===== config.mk =====
export PLATFORM = sky130hd
export DESIGN_NAME = servo_pwm_array
export DESIGN_NICKNAME = d
export VERILOG_FILES = /design/src/rtl/servo_pwm_array.sv
export SDC_FILE = /design/constraint.sdc
export NUM_CORES = 1
export LEC_CHECK = 0
export CAP_MARGIN = 25
export CORE_MARGIN = 3
export CORE_UTILIZATION = 40
export DETAILED_ROUTE_END_ITERATION = 8
export PLACE_DENSITY = 0.64
export SETUP_SLACK_MARGIN = 0.1
export SYNTH_ARGS = -nofsm -noshare
export SYNTH_HDL_FRONTEND = slang
export SYNTH_SLANG_ARGS = --single-unit
export TNS_END_PERCENT = 50

===== constraint.sdc =====
create_clock -name clk_i -period 9.55 [get_ports clk_i]
set_input_delay 1.91 -clock clk_i [delete_from_list [all_inputs] [get_ports clk_i]]
set_output_delay 1.91 -clock clk_i [all_outputs]
set_load 0.05 [all_outputs]

===== src/rtl/servo_pwm_array.sv =====
// Multi-channel servo PWM generator with per-frame slew limiting, frame-aligned
// pulse width/enable updates and a free-running ADC sample-clock strobe.
module servo_pwm_array #(
   parameter int unsigned CHANNELS    = 4,
   parameter int unsigned FRAME_TICKS = 1_000_000,
   parameter int unsigned MIN_TICKS   = 50_000,
   parameter int unsigned SPAN_TICKS  = 50_000,
   parameter int unsigned SLEW_STEP   = 4,
   parameter int unsigned CENTER      = 128,
   parameter int unsigned ADC_DIV     = 78,
   localparam int unsigned CW         = (CHANNELS > 1) ? $clog2(CHANNELS) : 1
) (
   input  logic                clk_i,
   input  logic                rst_i,
   input  logic [7:0]          pos_data_i,
   input  logic [CW-1:0]       pos_ch_i,
   input  logic                pos_valid_i,
   output logic                pos_ready_o,
   output logic                ch_err_o,
   input  logic [CHANNELS-1:0] enable_i,
   output logic [CHANNELS-1:0] pwm_out_o,
   output logic                frame_start_o,
   output logic                adc_clk_en_o
);

   localparam int unsigned CntW  = $clog2(FRAME_TICKS);
   localparam int unsigned AdcW  = $clog2(ADC_DIV);
   localparam int unsigned SpanW = $clog2(SPAN_TICKS + 1);
   localparam int unsigned ProdW = SpanW + 9;
   localparam logic signed [8:0] Step = 9'(SLEW_STEP);

   logic [CntW-1:0]     frame_cnt_q, frame_cnt_d;
   logic [AdcW-1:0]     adc_cnt_q, adc_cnt_d;
   logic [7:0]          target_q [CHANNELS];
   logic [7:0]          target_d [CHANNELS];
   logic [7:0]          cur_q    [CHANNELS];
   logic [7:0]          cur_d    [CHANNELS];
   logic [CntW-1:0]     pulse_q  [CHANNELS];
   logic [CntW-1:0]     pulse_d  [CHANNELS];
   logic [CHANNELS-1:0] en_q, en_d, pwm_q, pwm_d;
   logic                frame_start_q, frame_start_d;
   logic                ch_err_q, ch_err_d;
   logic                wrap, accept, in_range;

   // The (p >> 7) term stretches 0..255 onto 0..256 so 255 lands exactly on full span.
   function automatic logic [CntW-1:0] width_f(input logic [7:0] p);
      logic [8:0]       scaled;
      logic [ProdW-1:0] prod;
      scaled = {1'b0, p} + {8'd0, p[7]};
      prod   = ProdW'(scaled) * ProdW'(SPAN_TICKS);
      return CntW'(MIN_TICKS) + CntW'(prod >> 8);
   endfunction

   function automatic logic [7:0] slew_f(input logic [7:0] tgt, input logic [7:0] cur);
      logic signed [8:0] diff;
      diff = $signed({1'b0, tgt}) - $signed({1'b0, cur});
      if (diff > Step) begin
         return cur + 8'(SLEW_STEP);
      end else if (diff < -Step) begin
         return cur - 8'(SLEW_STEP);
      end
      return tgt;
   endfunction

   assign wrap        = (frame_cnt_q == CntW'(FRAME_TICKS - 1));
   assign pos_ready_o = !rst_i && !wrap;
   assign accept      = pos_valid_i && pos_ready_o;
   assign in_range    = (32'(pos_ch_i) < CHANNELS);

   always_comb begin
      frame_cnt_d   = wrap ? '0 : frame_cnt_q + CntW'(1);
      adc_cnt_d     = (adc_cnt_q == AdcW'(ADC_DIV - 1)) ? '0 : adc_cnt_q + AdcW'(1);
      frame_start_d = (frame_cnt_q == '0);
      ch_err_d      = accept && !in_range;
      target_d      = target_q;
      cur_d         = cur_q;
      pulse_d       = pulse_q;
      en_d          = wrap ? enable_i : en_q;
      pwm_d         = '0;
      for (int n = 0; n < int'(CHANNELS); n++) begin
         if (accept && in_range && (pos_ch_i == CW'(n))) begin
            target_d[n] = pos_data_i;
         end
         if (wrap) begin
            cur_d[n]   = slew_f(target_q[n], cur_q[n]);
            pulse_d[n] = width_f(cur_d[n]);
         end
         pwm_d[n] = en_q[n] && (frame_cnt_q < pulse_q[n]);
      end
   end

   always_ff @(posedge clk_i) begin
      if (rst_i) begin
         frame_cnt_q   <= '0;
         adc_cnt_q     <= '0;
         en_q          <= '0;
         pwm_q         <= '0;
         frame_start_q <= 1'b0;
         ch_err_q      <= 1'b0;
         for (int n = 0; n < int'(CHANNELS); n++) begin
            target_q[n] <= 8'(CENTER);
            cur_q[n]    <= 8'(CENTER);
            pulse_q[n]  <= width_f(8'(CENTER));
         end
      end else begin
         frame_cnt_q   <= frame_cnt_d;
         adc_cnt_q     <= adc_cnt_d;
         en_q          <= en_d;
         pwm_q         <= pwm_d;
         frame_start_q <= frame_start_d;
         ch_err_q      <= ch_err_d;
         target_q      <= target_d;
         cur_q         <= cur_d;
         pulse_q       <= pulse_d;
      end
   end

   assign pwm_out_o     = pwm_q;
   assign frame_start_o = frame_start_q;
   assign ch_err_o      = ch_err_q;
   assign adc_clk_en_o  = (adc_cnt_q == AdcW'(ADC_DIV - 1));

endmodule


==> run summary, run 1 <==
The run finished with clean final reports. The number of I/O port buffers is 23. The maximum operating frequency is 111 MHz. The slew at the pin closest to its max-slew limit is 1.02 ns. The final worst-path cycle share is 0.946. Counting distinct cell types in the post-synthesis netlist gives 81. The area share of the largest cell type after synthesis came out at 0.230. The setup slack of the most critical reg-to-reg path came out at between 0.5 and 0.6 ns. The floorplan die height came out at 224 um. The startpoint of the worst hold path is pulse_q[66].

For this run, the register share of the synthesized area comes to 0.181. The max-slew violation count is 0. The cell count of the worst reg-to-reg path came out at 43. The path type of the worst min-delay path is register to register. Counting the buffers created by CTS gives 17. For this run, the leading register cell type out of synthesis is dfxtp_1.

The first global-routing pass estimated approximately 80000 um of wire. The setup-violating endpoint count in the final report came out at 0. The final antenna diode count is 0. In this run the standard cell core region covers 0.0469 mm^2.

The worst-path maximum fanout came out at 6. The quantity of hold-fixing buffers added after cts is 0. The total global routing track utilization came out at 0.194. The final standard cell area without fillers is roughly 0.021 mm^2. Entering global routing, the biggest net connects 66 pins. The max-capacitance violation count came out at 0. The clock latency reported for the late side of the worst-skew pair came out at 0.45 ns. The critical path capture point type is a register. In this run the critical register-to-register path is launched from target_q[16]. The floorplan has 79 rows. Clock tree synthesis selected as its root buffer the cell clkbuf_16. The detail-routed via count per cell is 5.52. In the synthesized netlist, the cells that appear most often are ha_1 (351), inv_1 (297), dfxtp_1 (172). The half-perimeter wire length of the detailed placement result came out at 37200 um. The path with the worst hold slack has its endpoint at pulse_q[66]. The mean instance size in the synthesized netlist is about 8.4 um^2. The area of placed instances is 0.0200 mm^2.

The cell area after synthesis is around 0.019 mm^2. The H-tree depth reported by CTS is 4. The starting utilization of the core area came out at 0.407.

The area of the die came out at 0.0503 mm^2. The number of warnings issued by yosys is 0. The routed wire length per instance is between 15 and 20 um. The number of I/O pins is 25.

The capturing point of the worst reg2reg path is pulse_q[56]. The maximum clock skew at final layout is 0.0115 ns. In the post-synthesis netlist, the cell with the most instances is ha_1. The critical path class is register to register. The instance count of the mapped netlist came out at roughly 2.3k. In this run the tightest slew margin relative to its limit is 0.321. The first-pass iteration count of the detailed router is 5. The worst setup path is launched from a register. Counting flops with an async set or reset pin after synthesis yields a share of 0. The number of global-route vias before repair was 15.9k. The longest individual stage delay on the worst path came out at roughly 0.52 ns. The weighted congestion reported at the end of routability-driven placement is 0.866. The data required time of the critical path came out at 9.92 ns. The total count of hold-check failures in the final report came out at 0. The layout cell share with drive strength beyond 1 is 0.0973. Yosys mapped a number of flops with a built-in enable equal to 0. The final-layout worst hold slack came out at 0.452 ns. The data arrival time of the worst path is between 9 and 10 ns. The horizontal die dimension came out at 224 um. The clock tree from TritonCTS is done. The flop and latch count out of synthesis came out at 172. The area growth from synthesis to layout is 11.9%. The worst hold path was traced through 2 stages. The initial antenna violation count came out at 1. The final critical delay including setup and external delays is 9.03 ns. After the first detailed-routing iteration, the DRC count stood at 929.

By area the synthesized netlist is led by ha_1 (23%), dfxtp_1 (18%), fa_1 (8.0%). The final global-route overflow total is 0. The slowest stage of the critical path belongs to the cell fa_1.

The most numerous cell type found on the critical path is inv_1. The clock sink count is 172. The maximum root-to-sink buffer count is 2. The setup total negative slack came out at 0 ns.

For this run, design rule violations remaining after detail routing come to 0. Clock-pin slew was measured on the worst setup and hold paths at ~0.07 ns. After detailed routing, the total wire length is 49300 um. The detail route stage leaves a number of antenna-violating nets equal to 0.

The post-layout net count is between 2k and 3k. The count of vias placed by the detailed router is 16.1k. The number of nets in the synthesized netlist is ~2.7k.

The largest total area in the synthesized netlist belongs to ha_1.
[timing repair]
item                       in CTS  in global routing
cloned                          0                  0
buffers inserted                0                 23
gates resized for setup         2                123
pin swaps                       0                 26
setup endpoints to repair       2                 40
hold endpoints to repair        0                  0
[through the flow]
step                      cells   util  setup WS, ns
after floorplan            2265      -         0.911
after global placement     2863  0.427         0.282
after detailed placement   2864  0.427        0.0870
after CTS                  2896  0.440        0.0936
after global routing       2919  0.456       -0.0199
final                      2919  0.456         0.517
[cell usage in the layout (no fill, tap or decap), types with 11 or more instances in the layout]
cell             Yosys  final
nor2b_1             17     17
nor3_1              39     34
o21a_1              15     15
inv_1              297    296
dfxtp_1            172    170
nand3_1             70     70
o21ai_1              4     11
ha_1               351    339
buf_4                4     49
nor2_1             149    144
mux2i_1             66     56
clkdlybuf4s50_1      0     22
xnor2_2              0     12
o21bai_1            14     13
xor2_1              71     68
or2_2               14     12
and3_1              23     22
o211ai_1            42     42
nand2b_1            16     15
or3_1               14     14
a21oi_2              3     17
a21o_1              59     59
fa_1                76     75
and2_1              14     14
a21oi_1            139    123
clkbuf_16            0     17
nand4_1             24     24
a211oi_1            29     21
xnor2_1            109     97
a31oi_1             13     12
o21ai_0             68     56
nand2_1            152    152
[logic make-up (layout without fill, tap and decap cells)]
logic type,after synthesis,in the layout,synth area share
AO/OA/AOI/OAI,469,469,0.162
other,1,1,0.000197
flip-flops,172,172,0.181
XOR/XNOR,180,180,0.0826
AND/OR/NAND/NOR,580,580,0.147
multiplexers,79,79,0.0448
adder cells (fa/ha/maj),427,427,0.310
buffers and inverters,357,404,0.0723
[flip-flops by register name (all words and copies together) (netlist names)]
name	flops
pulse_q	72
cur_q	32
target_q	32
frame_cnt_q	20
adc_cnt_q	7
en_q	4
pwm_out_o	4
frame_start_o	1
[critical path, delay by kind of cell, from the launching register on]
family,cells,cell delay (ns)
XOR/XNOR,3,0.54
adder cells (fa/ha/maj),10,3.17
AND/OR/NAND/NOR,11,2.24
buffers and inverters,5,0.32
AO/OA/AOI/OAI,13,2.14
flip-flops,1,0.35
multiplexers,1,0.16
[per-layer routing]
metal,track usage,share of wire
met1,0.259,0.47
met2,0.331,0.47
met3,0.0311,0.037
met4,0.0422,0.018
met5,0,0.00020
[worst max-delay path by stage]
stage,endpoint,startpoint,slack (ns),depth (start not counted)
6_report,pulse_q[56],target_q[16],0.52,43
5_1_grt,pulse_q[36],target_q[8],-0.02,43
4_1_cts,pulse_q[16],target_q[0],0.09,43
3_5_place_dp,pulse_q[56],target_q[17],0.09,40
3_3_place_gp,pulse_q[56],target_q[17],0.28,40
2_1_floorplan,pulse_q[56],target_q[17],0.91,40
[cell type report]
cell class	count	area [um^2]
Multi-Input combinational cell	1736	14800
Clock buffer	20	437
Inverter	300	1130
Clock inverter	12	161
Tap cell	607	759
Sequential cell	172	3450
Fill cell	4589	25500
Timing Repair Buffer	72	599
Power of run 1 is left out: the tool's default activity adds up to more than one toggle a clock period on the data nets, which glitch-free logic cannot reach.
==> run 2, diff against run 1 <==
--- a/config.mk
+++ b/config.mk
@@ -9,7 +9,8 @@
 export CORE_MARGIN = 3
 export CORE_UTILIZATION = 40
 export DETAILED_ROUTE_END_ITERATION = 8
-export PLACE_DENSITY = 0.64
+export DONT_BUFFER_PORTS = 1
+export PLACE_DENSITY = 0.63
 export SETUP_SLACK_MARGIN = 0.1
 export SYNTH_ARGS = -nofsm -noshare
 export SYNTH_HDL_FRONTEND = slang
==> run 2 against run 1 <==
Net effect: worst setup slack worse by 0.019 ns; first-iteration DRC count shrank 5.9%; wire length is 1.2% lower; clock skew is 0.0022 ns higher; largest cell class unchanged; highest routed layer unchanged; critical path depth unchanged; sequential cell count did not move; sequential share of layout area grew 0.26 points; critical path type unchanged; utilization fell by 0.74 points; register-to-register slack lost 0.02 ns; count of clock-buffer cells in the layout decreased by 3; fmax is 0.21% lower; non-clock buffer count shrank 21.
==> run summary, run 2 (synthesis results as in run 1) <==
The area of the die came to 0.0503 mm^2 (unchanged). The sum of buffers and inverters on the critical path is 5 (unchanged). The first-pass iteration count of the detailed router was 5 (unchanged).

STA classifies the critical path startpoint as a register. In this run the critical register-to-register path is launched from target_q[16]. The cell count of the worst reg-to-reg path came to 43 (unchanged). The horizontal die dimension is 224 um (unchanged).

The setup slack of the most critical reg-to-reg path is 0.50 ns (-0.02 ns). In this run the worst setup path terminates at pulse_q[56]. Leaving out fill and tap cells, the most frequent cell in the layout is ha_1. The number of flip-flops in the largest register came out at 72 (unchanged).

The count of antenna-violating nets left after detailed routing is 0 (unchanged). The longest individual stage delay on the worst path is 0.53 ns (about the same). The data arrival time of the worst path came out at 9.45 ns (+0.05 ns).

The area of placed instances was 0.0198 mm^2 (-1.1%). In this run the most critical hold path is launched from pulse_q[69]. The pin count of the biggest net entering global routing is 87 (+32%). The routed wire length per instance came to 16.8 um (-0.48%).

The starting utilization of the core area is 0.407 (unchanged). In the final layout, the registers with the most flip-flops are pulse_q: 72 flops, cur_q: 32 flops, target_q: 32 flops. The layout cell share with drive strength beyond 1 came out at 0.0904 (-0.00693). The floorplan core area is 0.0469 mm^2 (unchanged). The weighted congestion reported at the end of routability-driven placement is 0.865 (about the same). The setup-violating endpoint count in the final report is 0 (unchanged). The final critical delay including setup and external delays came out at 9.05 ns (+0.0188 ns).

The final standard cell area without fillers came to 0.0210 mm^2 (-1.6%). The global-route wire length before repair came out at 78600 um (-1.9%). The capturing point of the worst reg2reg path is pulse_q[56].

The maximum clock skew at final layout came out at 0.0137 ns (+0.00215 ns). The half-perimeter wire length of the detailed placement result is 36900 um (-0.84%). The cell count along the critical path came out at 43 (unchanged).

The number of design-rule violations left by the first detailed-router iteration came out at 874 (-5.9%). The setup total negative slack is 0 ns (unchanged). The post-layout net count was 2722 (-0.77%). In this run the worst setup path begins at target_q[16]. The final antenna diode count is 0 (unchanged). The maximum operating frequency came out at 110 MHz (-0.21%).

The total routed wirelength came to 48700 um (-1.2%). The number of I/O port buffers was 0 (-100%). The clock-pin slew on the worst setup and hold paths is 0.08 ns (about the same).

The total global routing track utilization came out at 0.191 (-0.00272). The clock latency reported for the late side of the worst-skew pair is 0.48 ns (+0.03 ns). The clock sink count is 172 (unchanged). The total count of hold-check failures in the final report came out at 0 (unchanged). In the layout the commonest cells are ha_1 (339), inv_1 (297), dfxtp_1 (171). The number of inserted filler cells in the final layout came to 4609 (+0.44%). The maximum root-to-sink buffer count came out at 2 (unchanged). The most flop-heavy register is pulse_q. The min-delay analysis places its worst path in the category register to register. The cell sitting at the root of the clock tree is a clkbuf_16.

The max-slew headroom at the worst pin came out at 0.319 (-0.00267). The number of DRC violations after detailed routing came out at 0 (unchanged). The floorplan die height came to 224 um (unchanged).

The number of cells after detailed placement is 2842 (-0.77%). The critical path is of the register to register type. Relative to the synthesized area, the layout overhead comes to 10.1%. The clock tree from TritonCTS is done. The max-slew violation count is 0 (unchanged).

The number of global-route vias before repair is 15.6k (-1.7%). The max-capacitance violation count is 0 (unchanged). The most numerous cell type found on the critical path is inv_1. The H-tree depth reported by CTS came out at 4 (unchanged).

The total CTS buffers is 17 (unchanged). The flow ran to the end, and the final reports show no timing, DRC or antenna violations. The final worst-path cycle share came out at 0.948 (+0.00197). The floorplan row count was 79 (unchanged). On the critical path the largest part of the delay comes from adder cells. The data required time of the critical path is 9.95 ns (+0.03 ns). Setup repair after global routing could not meet its margin everywhere.

The initial antenna violation count came to 1 (unchanged). The final global-route overflow total came to 0 (unchanged). The final cell count without fillers came to 2897 (-0.75%). The count of vias placed by the detailed router is 15.8k (-1.8%). The slew at the pin closest to its max-slew limit is 1.02 ns (-0.00153 ns). The detail-routed via count per cell came out at 5.47 (-1.0%).

The number of I/O pins came out at 25 (unchanged). Among all stages on the critical path, the largest delay is contributed by fa_1. The critical path capture point type is a register. The worst-path maximum fanout came to 6 (unchanged).
-- run 2: repair_timing --
item / CTS / global route
setup endpoints to repair: 7 / 38
hold buffers: 0 / 0
resized for setup: 1 / 95
buffers inserted: 0 / 24
pin swaps: 0 / 21
-- run 2: worst min path at each step --
| stage | depth (start not counted) | end |
|---|---|---|
| floorplan | 2 | pulse_q[17] |
| global placement | 2 | pulse_q[26] |
| detailed placement | 2 | pulse_q[69] |
| global route | 2 | pulse_q[26] |
| CTS | 2 | pulse_q[69] |
| finish | 2 | pulse_q[69] |
-- run 2: worst register-to-register path: cells and delay by family (launching register included) --
kind,cells,cell delay [ns]
buf+inv,5,0.34
compound gates,12,2.00
mux,1,0.12
flops,1,0.34
simple gates,12,2.49
fa+ha+maj,10,3.18
xor+xnor,3,0.51
-- run 2: final cells by class --
cell class / count / area (um^2) / share of cell area
multi-input combinational: 1736 / 14700 / 0.700
clock buffer: 17 / 425 / 0.0203
timing repair buffer: 51 / 383 / 0.0182
clock inverter: 14 / 154 / 0.00733
sequential: 172 / 3440 / 0.164
tap: 607 / 759 / 0.0362
inverter: 300 / 1130 / 0.0536
-- run 2: per-stage QoR --
stage	worst slack, ns	hold WS [ns]	util
2_1_floorplan	0.911	0.425	-
3_3_place_gp	0.322	0.435	0.423
6_report	0.498	0.450	0.448
4_1_cts	0.0109	0.452	0.435
5_1_grt	-0.00236	0.462	0.448
3_5_place_dp	0.0431	0.438	0.423
-- run 2: routing by layer --
layer  GRT usage  share of wire
met3      0.0301          0.039
met4      0.0498          0.020
met5           0        0.00014
met2       0.328           0.47
met1       0.251           0.47
Power of run 2 is left out for the same reason.
